--- config.mk ---
export PLATFORM = sky130hd
export DESIGN_NAME = sync_fifo_pkt_reader
export DESIGN_NICKNAME = d
export VERILOG_FILES = /design/src/rtl/sync_fifo_rd_pkg.sv /design/src/rtl/sync_fifo_rd_skid.sv /design/src/rtl/sync_fifo_pkt_reader.sv
export SDC_FILE = /design/constraint.sdc
export NUM_CORES = 1
export LEC_CHECK = 0
export ABC_AREA = 0
export BUFFER_PORTS_ARGS = -buffer_cell sky130_fd_sc_hd__buf_2
export CAP_MARGIN = 20
export CORE_MARGIN = 2
export CORE_UTILIZATION = 59
export DETAILED_ROUTE_END_ITERATION = 12
export GPL_TIMING_DRIVEN = 0
export PLACE_DENSITY = 0.85
export SETUP_SLACK_MARGIN = 0.4
export SYNTH_ARGS = -nofsm -noshare
export SYNTH_HDL_FRONTEND = slang
export SYNTH_SLANG_ARGS = --single-unit
export TNS_END_PERCENT = 20
--- constraint.sdc ---
create_clock -name clk -period 5.1 [get_ports clk]
set_clock_uncertainty 0.05 [all_clocks]
set_input_delay 0.51 -clock clk [delete_from_list [all_inputs] [get_ports clk]]
set_output_delay 0.51 -clock clk [all_outputs]
set_load 0.01 [all_outputs]
--- src/rtl/sync_fifo_rd_pkg.sv ---
// Shared types and constants for the sync_fifo packet reader.
// rd_state_e is also exported on the reader's state_dbg port.
package sync_fifo_rd_pkg;

  typedef enum logic [1:0] {
    IDLE   = 2'd0,
    STREAM = 2'd1,
    DRAIN  = 2'd2
  } rd_state_e;

  // Cycles from an accepted FIFO read to its word appearing on fifo_data_out.
  localparam int RD_LAT = 1;

  // Words that may be buffered or in flight at once: enough to cover the
  // read latency plus the word currently presented downstream.
  localparam int BUF_DEPTH = RD_LAT + 1;

  // Width of a counter that must hold the values 0..pkt_len.
  function automatic int idx_width(input int pkt_len);
    return $clog2(pkt_len + 1);
  endfunction

endpackage

--- src/rtl/sync_fifo_rd_skid.sv ---
// Two-entry output buffer for the packet reader.
//
// Handshake: a word moves across the out_* interface on a rising edge where
// out_valid && out_ready are both high. While out_valid is high and out_ready
// is low, out_data is held stable. out_valid never depends on out_ready.
//
// in_valid marks the cycle in which fifo_data_out carries a freshly read
// word. When the buffer is empty, that word is presented directly on out_*
// in the same cycle, so the FIFO's read latency costs no throughput. A word
// that is not taken is captured so it stays stable for the next cycle. The
// caller never presents a word while the buffer is full.
module sync_fifo_rd_skid #(
  parameter int DATA_WIDTH = 32
) (
  input  logic                  clk,
  input  logic                  rst_n,
  input  logic                  in_valid,
  input  logic [DATA_WIDTH-1:0] in_data,
  output logic                  out_valid,
  output logic [DATA_WIDTH-1:0] out_data,
  input  logic                  out_ready,
  output logic [1:0]            occ
);

  logic [DATA_WIDTH-1:0] entry0;
  logic [DATA_WIDTH-1:0] entry1;
  logic                  pop;
  logic                  pop_stored;
  logic                  take;
  logic [1:0]            keep;

  // Stored words go out first; the incoming word bypasses only when empty.
  assign out_valid  = (occ != 2'd0) || in_valid;
  assign out_data   = (occ != 2'd0) ? entry0 : (in_valid ? in_data : '0);
  assign pop        = out_valid && out_ready;
  assign pop_stored = pop && (occ != 2'd0);
  assign take       = in_valid && !(pop && (occ == 2'd0));
  assign keep       = occ - {1'b0, pop_stored};

  // Shift the queue on a pop of a stored word, then append the incoming word.
  always_ff @(posedge clk) begin
    if (!rst_n) begin
      entry0 <= '0;
      entry1 <= '0;
      occ    <= 2'd0;
    end else begin
      if (pop_stored) begin
        entry0 <= entry1;
      end
      if (take) begin
        if (keep == 2'd0) begin
          entry0 <= in_data;
        end else begin
          entry1 <= in_data;
        end
      end
      occ <= keep + {1'b0, take};
    end
  end

endmodule

--- src/rtl/sync_fifo_pkt_reader.sv ---
// Read-side engine for sync_fifo: drains fixed-length packets of PKT_LEN
// words onto a valid/ready stream, starting a packet only once the FIFO is
// past its almost-empty threshold.
//
// Optional build macro: FIFO_RD_STATS_EN adds the free-running word_cnt and
// stall_cnt outputs. Without it those ports and counters do not exist.
//
// state_dbg exposes the FSM state (rd_state_e encoding) for observation.
module sync_fifo_pkt_reader
  import sync_fifo_rd_pkg::*;
#(
  parameter int DATA_WIDTH = 32,
  parameter int PKT_LEN    = 16,
  parameter int CNT_W      = 16
) (
  input  logic                  clk,
  input  logic                  rst_n,
  input  logic                  en,
  output logic                  fifo_rd_en,
  input  logic [DATA_WIDTH-1:0] fifo_data_out,
  input  logic                  fifo_empty,
  input  logic                  fifo_pro_empty,
  output logic [DATA_WIDTH-1:0] m_data,
  output logic                  m_valid,
  input  logic                  m_ready,
  output logic                  m_last,
  output logic                  busy,
  output logic                  pkt_done,
  output logic [1:0]            state_dbg,
  output logic [CNT_W-1:0]      pkt_cnt
`ifdef FIFO_RD_STATS_EN
  ,
  output logic [31:0]           word_cnt,
  output logic [31:0]           stall_cnt
`endif
);

  localparam int IDX_W = idx_width(PKT_LEN);
  localparam logic [IDX_W-1:0] LAST_IDX  = IDX_W'(PKT_LEN - 1);
  localparam logic [IDX_W-1:0] PKT_WORDS = IDX_W'(PKT_LEN);

  rd_state_e        state;
  logic [IDX_W-1:0] rd_cnt;
  logic [IDX_W-1:0] word_idx;
  logic             inflight;
  logic [1:0]       occ;
  logic [1:0]       outstanding;
  logic             rd_acc;
  logic             beat;
  logic             last_beat;

  sync_fifo_rd_skid #(
    .DATA_WIDTH (DATA_WIDTH)
  ) u_skid (
    .clk       (clk),
    .rst_n     (rst_n),
    .in_valid  (inflight),
    .in_data   (fifo_data_out),
    .out_valid (m_valid),
    .out_data  (m_data),
    .out_ready (m_ready),
    .occ       (occ)
  );

  // Words already owned by the reader: buffered plus the one being returned.
  assign outstanding = occ + {1'b0, inflight};

  assign fifo_rd_en = (state == STREAM) && !fifo_empty &&
                      (int'(outstanding) < BUF_DEPTH) &&
                      (rd_cnt < PKT_WORDS);
  assign rd_acc     = fifo_rd_en && !fifo_empty;
  assign beat       = m_valid && m_ready;
  assign m_last     = m_valid && (word_idx == LAST_IDX);
  assign last_beat  = beat && m_last;
  assign busy       = (state != IDLE);
  assign state_dbg  = state;

  // Packet FSM with its read/beat counters and completion outputs.
  always_ff @(posedge clk) begin
    if (!rst_n) begin
      state    <= IDLE;
      rd_cnt   <= '0;
      word_idx <= '0;
      inflight <= 1'b0;
      pkt_done <= 1'b0;
      pkt_cnt  <= '0;
    end else begin
      inflight <= rd_acc;
      pkt_done <= last_beat;
      if (beat) begin
        word_idx <= m_last ? '0 : word_idx + 1'b1;
      end
      if (last_beat) begin
        pkt_cnt <= pkt_cnt + 1'b1;
      end
      case (state)
        IDLE: begin
          if (en && !fifo_pro_empty) begin
            state  <= STREAM;
            rd_cnt <= '0;
          end
        end
        STREAM: begin
          if (rd_acc) begin
            rd_cnt <= rd_cnt + 1'b1;
            if (rd_cnt == LAST_IDX) begin
              state <= DRAIN;
            end
          end
        end
        DRAIN: begin
          if (last_beat) begin
            state <= IDLE;
          end
        end
        default: state <= IDLE;
      endcase
    end
  end

`ifdef FIFO_RD_STATS_EN
  // Free-running delivery and back-pressure counters.
  always_ff @(posedge clk) begin
    if (!rst_n) begin
      word_cnt  <= 32'd0;
      stall_cnt <= 32'd0;
    end else begin
      if (beat) begin
        word_cnt <= word_cnt + 32'd1;
      end
      if (m_valid && !m_ready) begin
        stall_cnt <= stall_cnt + 32'd1;
      end
    end
  end
`endif

endmodule
Yosys cells after proc, flatten, opt, wreduce, memory -nomap -nowiden
Cells that the tools add are included.
{"block": "totals", "ff_bits": 96, "out_inout_bits": 55, "elab_cells": 64}
{"block": "op_classes", "n_addsub": 6, "eq_ne": 8, "magnitude_cmp": 2, "n_mux": 14, "bitwise_logic": 1, "reduce_logical": 24}
{"op": "32-bit two-way mux", "n": 5}
{"op": "16-bit by 1-bit adder with 16-bit output, second input constant", "n": 1}
{"op": "5-bit two-way mux", "n": 3}
{"op": "1-bit logical AND", "n": 11}
{"op": "5-bit by 1-bit adder with 5-bit output, second input constant", "n": 2}
{"op": "5-bit by 4-bit equality test with 1-bit output, second input constant", "n": 2}
{"op": "5-bit one-hot mux with 2 select lines", "n": 1}
{"op": "2-bit two-way mux", "n": 4}
{"op": "2-bit zero test", "n": 3}
{"op": "2-bit inequality test, second input constant", "n": 3}
{"op": "2-bit one-hot mux with 3 select lines", "n": 1}
{"op": "2-bit nonzero test", "n": 3}
{"op": "5-bit less-than comparator, second input constant", "n": 1}
{"op": "2-bit by 1-bit adder with 2-bit output", "n": 2}
{"op": "4-bit AND reduction", "n": 1}
{"op": "1-bit zero test", "n": 3}
{"op": "3-bit AND reduction", "n": 1}
{"op": "2-bit by 1-bit equality test with 1-bit output, second input constant", "n": 1}
{"op": "2-bit equality test, second input constant", "n": 1}
{"op": "2-bit less-than comparator, second input constant", "n": 1}
{"op": "2-bit by 1-bit inequality test with 1-bit output, second input constant", "n": 1}
{"op": "2-bit AND reduction", "n": 1}
{"op": "2-bit by 1-bit subtractor with 2-bit output", "n": 1}
{"op": "1-bit logical OR", "n": 1}
{"op": "1-bit NOT", "n": 1}

Logic depth before layout (Yosys ltp)
Gate-level depths: netlist of the first run.
{"block": "logic_depth", "word_depth": 8, "depth_mapped": 7, "mapped_depth_nobuf": 6}

Cells and area by module
From an unflattened synthesis of the first run, not the netlist that was laid out.
{"block": "unflattened", "cells_unflattened": 599, "area_unflattened_um2": 4528.1}
{"module": "sync_fifo_rd_skid", "seq_area_each_um2": 1321.3, "area_per_inst_um2": 3121.7, "n_inst": 1, "cells_each": 441}
{"module": "sync_fifo_pkt_reader", "seq_area_each_um2": 600.6, "area_per_inst_um2": 1406.3, "n_inst": 1, "cells_each": 158}

Least setup slack after synthesis of the first run
No wires, ideal clock.
{"block": "synth_path", "path_type": "reg2out", "from": "reg u_skid.occ[1]", "to": "out m_data[0]", "t_required_ps": 4540, "path_slack_ps": 2915, "path_buffers": 4, "stages_incl_launch_ff": 8, "arrival_time_ps": 1625, "path_cell_list": "dfxtp_1 buf_2 or2_2 clkbuf_1 clkbuf_1 clkbuf_1 nand2_1 nand2_1"}
{"block": "synth_via", "elab_chain_cells": 2}
{"element": "from (decl)", "line": "sync_fifo_rd_skid.sv:22", "source": "output logic [1:0] occ"}
{"element": "from (signal assigned)", "line": "sync_fifo_rd_skid.sv:57", "source": "occ <= keep + {1'b0, take};"}
{"element": "2-bit nonzero test", "line": "sync_fifo_rd_skid.sv:34", "source": "assign out_data = (occ != 2'd0) ? entry0 : (in_valid ? in_data : '0);"}
{"element": "32-bit two-way mux", "line": "sync_fifo_rd_skid.sv:34"}
{"element": "to (decl)", "line": "sync_fifo_pkt_reader.sv:23", "source": "output logic [DATA_WIDTH-1:0] m_data,"}
No other way between the ends.

Final worst setup path of the first run
{"block": "layout_path", "from": "reg u_skid.occ[1]", "to": "out m_data[29]"}
Same word-level chain as after synthesis.

==> results of run 1 <==
==> flip-flops by register name, summed over array words and instances (netlist names) <==
register,count
u_skid.entry0,32
u_skid.entry1,32
pkt_cnt,16
inflight,1
pkt_done,1
state_dbg,2
u_skid.occ,2
word_idx,5
rd_cnt,5
==> cell families after synthesis <==
family	count (synthesis)	share of synthesized area
AND/OR/NAND/NOR	338	0.338
AO/OA/AOI/OAI	102	0.151
adder cells (fa/ha/maj)	5	0.0139
buffers and inverters	54	0.0516
flip-flops	96	0.428
XOR/XNOR	9	0.0176
==> layer usage <==
layer	track usage	vias to the layer above	routed length, um
met5	0	-	0
met4	0.114	0	185
li1	-	2291	-
met1	0.388	2207	5140
met3	0.0407	20	884
met2	0.492	225	5670
==> cells in the mapped netlist, types with 2 or more instances <==
cell type,count
nand2_1,173
dfxtp_1,96
nand3_1,77
a21oi_1,48
nor2_1,47
clkbuf_1,38
a311oi_1,32
or4_1,7
o31ai_1,6
buf_1,5
ha_1,5
o21ai_0,5
xor2_1,5
and2_1,4
and3_1,4
inv_1,4
or3_1,4
xnor2_1,4
buf_2,3
nand2b_1,3
nor2b_1,3
buf_6,2
nand4_1,2
nor3_1,2
nor4b_1,2
o211ai_1,2
or2_2,2
==> stage by stage <==
stage,util,power (mW),hold WS [ns],instances
after CTS,0.718,1.30,0.341,810
after global placement,0.695,0.860,0.387,794
final,0.718,1.30,0.343,810
after detailed placement,0.695,0.862,0.397,794
after floorplan,-,0.820,0.374,604
after global routing,0.718,1.34,0.352,810
==> worst max-delay path, delay by kind of cell, from the launching register on <==
| kind | cells | cell delay [ns] |
|---|---|---|
| and+or+nand+nor | 3 | 0.39 |
| buffers and inverters | 5 | 1.63 |
| DFF | 1 | 0.36 |
==> cell type report <==
class	instances	area [um2]
multi-input combinational	454	2330
clock buffer	10	128
tap	99	124
timing repair buffer	91	455
fill	642	2050
buffer	49	213
clock inverter	6	45.0
sequential	96	1920
inverter	5	18.8
==> power by group <==
part	total [mW]	leakage, nW	internal, mW	switching [mW]
logic	0.0863	1.30	0.0296	0.0566
registers	0.760	0.774	0.755	0.00437
clock network	0.452	0.0789	0.179	0.273
==> final timing paths <==
| path | to | slack [ns] | cells past startpoint |
|---|---|---|---|
| max | m_data[29] | 1.81 | 8 |
| min | u_skid.entry1[27] | 0.34 | 3 |
| max reg2reg | pkt_cnt[13] | 2.93 | 6 |
| min reg2reg | word_idx[4] | 0.41 | 2 |
==> flow_summary.yaml, run 1 <==
routing:
  wirelength_mm: 11.9
  detail_route.first_pass.iterations: 5
  drc: 0
  antenna_left: 0
  dr_vias_cell: 5.86
  wl_per_cell_um: 14.7
  drt_iter0_drc: 335
  route.vias.total: 4743
die:
  die_area_um2: 8320
  floorplan.initialDensity: 0.615
  floorplan.die.height_um: 91.2
  floorplan.io_pins: 93
  die_width_um: 91.2
  core.rowCount: 31
  placeableCoreArea_um2: 7290
global_route:
  grt.total_usage: 0.295
  global_route_total_overflow: 0
  first_global_vias: 4538
  grt_start_max_net_pins: 17
  number_of_antenna_violations_at_the_first_check_in_global_routing: 0
  grt_pass1_wl_mm: 20.4
finish:
  post_route_cells_drive_above_1_share: 0.169
  commonest_non_fill_non_tap_cell_in_the_layout: "nand2_1"
  num-nets-final: 749
  area_delta_synth_final_pct: 16.8
  post-route-cell-area_um2: 5240
  count_of_antenna_diodes_in_the_layout: 0
  layout_common_cells: "nand2_1, dfxtp_1, buf_2"
timing:
  grt_setup_unrepaired: "no"
  slew-limit-headroom: 0.581
  setup-tns-final_ns: 0
  final_count_of_hold_timing_violations: 0
  fin_crit_sh: 0.646
  total_setup_violations_reported_at_the_end_of_the_flow: 0
  worst_slew_pin_slew_ns: 0.623
  setup_slack_of_the_critical_path_after_layout_ns: 1.81
  fmaxAchievable_mhz: 304
  fin_crit_ns: 3.29
  timing_max_transition_violations_final: 0
pwr:
  cellPowerDensity_nw_per_um2: 248
  total_leakage_power_nw: 2.16
  vdd_ir_drop_max_v: 0.000170
cts:
  clock_sink_count: 96
  cts_buffers: 9
  post_cts_hold_buffer_count: 0
  cts-root-buf: "clkbuf_8"
  clock_insertion_delay_worst_skew_ns: 0.37
  clock_tree.htree_level_count: 3
  clockBufferDepth: 2
  tritoncts: "built"
  post_cts_buffers: 0
  cts_repair_resize_count: 0
  clkTransAtPathRegs_ns: 0.10
placement:
  gp_congestion: 0.876
  dpl_worst_slack_ns: 2.28
  hpwlAfterDp_mm: 8.42
  dpl-instance-area_um2: 5060
  io_buffer_count: 91
outcome:
  outcome: "completed"
critical_path:
  crit_chain: "buf_2 > or2_2 > clkbuf_1 > clkbuf_1 > clkbuf_1 > nand2_1 > nand2_1 > buf_2"
  setup.worst_path.start_class: "register"
  worst_setup_path_startpoint: "u_skid.occ[1]"
  crit_path_end_kind: "output port"
  cpMaxStageDelayCell: "clkbuf_1"
  critical_path.reg2reg.startpoint: "word_idx[0]"
  critical_path.most_common_cell: "clkbuf_1"
  worst_path_largest_cell_delay_ns: 0.46
  worst-path-max-fanout: 10
  crit_path_kind: "register to output port"
  critical_path_arrival_ns: 2.73
  critPathRequiredTime_ns: 4.54
synth:
  netlist_top_cells_area: "dfxtp_1, nand2_1, nand3_1"
  syn_area_per_cell_um2: 7.43
  mappedNetlistNets: 647
  synth_cells: 604
  async_reset_ff_frac: 0
  synth_cell_type_count: 46
  synthesis.yosys.warnings: 0
  number_of_register_bits_inferred_by_synthesis: 96
  synth_seq_area_share: 0.428
  synth_edf_count: 0
  synth_top_area_share: 0.428
  post_synth_instance_area_um2: 4490
  postSynth.topFlopCell: "dfxtp_1"
  yosys.area.top_type: "dfxtp_1"
min_path:
  holdCritStartpoint: "fifo_data_out[27]"
  timing.hold.worst.class: "primary input to register"
run:
  timing.max_cap.violations: 0
No activity file was read; power rests on OpenSTA's default activity.
==> run 2: changes to the inputs <==
Settings changed: CORE_UTILIZATION 59 to 49, PLACE_DENSITY 0.85 to 0.75.
Clock period 5.1 ns to 2.7 ns, I/O delays scaled along.
==> flow_summary.yaml, run 2 (synthesis gave the netlist of run 1 again) <==
outcome:
  outcome: "completed"
global_route:
  grt_pass1_wl_mm: 20.7
  grt.total_usage: 0.256
  number_of_antenna_violations_at_the_first_check_in_global_routing: 0
  global_route_total_overflow: 0
  grt_start_max_net_pins: 15
  first_global_vias: 4460
routing:
  detail_route.first_pass.iterations: 4
  wl_per_cell_um: 15.0
  dr_vias_cell: 5.71
  route.vias.total: 4674
  wirelength_mm: 12.3
  antenna_left: 0
  drc: 0
  drt_iter0_drc: 243
finish:
  largestRegisters: "u_skid.entry0: 32 flops, u_skid.entry1: 32 flops, pkt_cnt: 16 flops"
  post-route-cell-area_um2: 5370
  register_area_um2: 1920
  area_occupied_by_multi_input_gates_um2: 2330
  fillerInstances: 814
  post_route_cells_drive_above_1_share: 0.183
  area_delta_synth_final_pct: 19.7
  commonest_non_fill_non_tap_cell_in_the_layout: "nand2_1"
  num-nets-final: 749
  layout_common_cells: "nand2_1, dfxtp_1, buf_2"
  count_of_antenna_diodes_in_the_layout: 0
timing:
  total_setup_violations_reported_at_the_end_of_the_flow: 0
  setup-tns-final_ns: 0
  setup_slack_of_the_critical_path_after_layout_ns: 0.476
  worst_slew_pin_slew_ns: 0.553
  fin_crit_ns: 2.22
  timing_max_transition_violations_final: 0
  final_count_of_hold_timing_violations: 0
  grt_setup_unrepaired: "yes"
  slew-limit-headroom: 0.631
  fin_crit_sh: 0.824
  fmaxAchievable_mhz: 450
placement:
  dpl_worst_slack_ns: 0.0857
  io_buffer_count: 91
  dpl-instance-area_um2: 5080
  hpwlAfterDp_mm: 8.70
  gp_congestion: 0.862
pwr:
  p_seq_frac: 0.527
  vdd_ir_drop_max_v: 0.000227
  internal_power_mw: 2.12
  cellPowerDensity_nw_per_um2: 507
  total_switching_power_uw: 599
  power.switching_fraction: 0.220
  comb_power_share: 0.061
  total_leakage_power_nw: 2.24
  pwr-share-clk: 0.412
  power.total_mw: 2.72
critical_path:
  crit_path_end_kind: "output port"
  critPathRequiredTime_ns: 2.38
  setup.worst_path.start_class: "register"
  critical_path_arrival_ns: 1.90
  worst-path-max-fanout: 10
  crit_path_kind: "register to output port"
cts:
  cts_buffers: 9
  clock_tree.htree_level_count: 3
  clkTransAtPathRegs_ns: 0.09
  cts-root-buf: "clkbuf_8"
  clock_insertion_delay_worst_skew_ns: 0.36
  post_cts_hold_buffer_count: 0
  tritoncts: "built"
  clockBufferDepth: 2
  clock_sink_count: 96
  post_cts_buffers: 0
die:
  die_width_um: 99.7
  floorplan.die.height_um: 99.7
  placeableCoreArea_um2: 8810
  core.rowCount: 34
  floorplan.initialDensity: 0.509
  floorplan.io_pins: 93
  die_area_um2: 9940
run:
  timing.max_cap.violations: 0
min_path:
  timing.hold.worst.class: "primary input to register"
## run 2: changes by cell type in the layout (fill, tap and decap cells not counted), sizes merged
| cell | change |
|---|---|
| buf | +4 |
| bufinv | +3 |
| inv | -1 |
| clkbuf | -2 |
| clkinvlp | -3 |
| clkinv | -2 |
## run 2: cell type report
type / instances / share of cell area
Clock buffer: 12 / 0.0270
Timing Repair Buffer: 91 / 0.0848
Tap cell: 108 / 0.0252
Inverter: 5 / 0.00350
Multi-Input combinational cell: 454 / 0.435
Sequential cell: 96 / 0.358
Buffer: 49 / 0.0494
Clock inverter: 3 / 0.0168
## run 2: power by group through the flow
stage	Clock, mW	Combinational [mW]	Sequential, mW
floorplan	0	0.0819	1.47
global placement	0	0.159	1.47
detailed placement	0	0.162	1.47
CTS	1.13	0.165	1.43
global route	1.18	0.182	1.44
finish	1.12	0.166	1.43
## run 2: repair_timing
action | CTS | global route
endpoints found under the setup margin | 33 | 33
gates cloned | 0 | 0
resized for setup | 15 | 18
## run 2: path summary, 6_finish.rpt
check | start | to | slack (ns) | cells after the start
min | fifo_data_out[12] | u_skid.entry1[12] | 0.11 | 3
max | u_skid.occ[1] | m_data[1] | 0.48 | 8
max reg2reg | word_idx[0] | pkt_cnt[12] | 0.51 | 5
min reg2reg | u_skid.entry1[4] | u_skid.entry1[4] | 0.41 | 2
## run 2: per-layer routing
| layer | wire [um] | track usage | vias to the layer above | part of all wire |
|---|---|---|---|---|
| met1 | 5530 | 0.332 | 2202 | 0.45 |
| met4 | 197 | 0.104 | 0 | 0.016 |
| met5 | 0 | 0 | - | 0 |
| met3 | 717 | 0.0358 | 17 | 0.058 |
| met2 | 5840 | 0.429 | 166 | 0.48 |
| li1 | - | - | 2289 | - |
## run 2: critical path, stage by stage, from the launching register on
cell      delay, ns
dfxtp_2        0.34
buf_4          0.16
or2_2          0.29
clkbuf_8       0.18
buf_8          0.15
buf_8          0.14
nand2_1        0.06
nand2_1        0.07
buf_2          0.15
## run 2: metrics by stage
step,hold slack (ns),util,instances
CTS,0.0990,0.607,818
global route,0.111,0.610,818
finish,0.111,0.610,818
floorplan,0.353,-,604
detailed placement,0.397,0.576,803
global placement,0.387,0.576,803
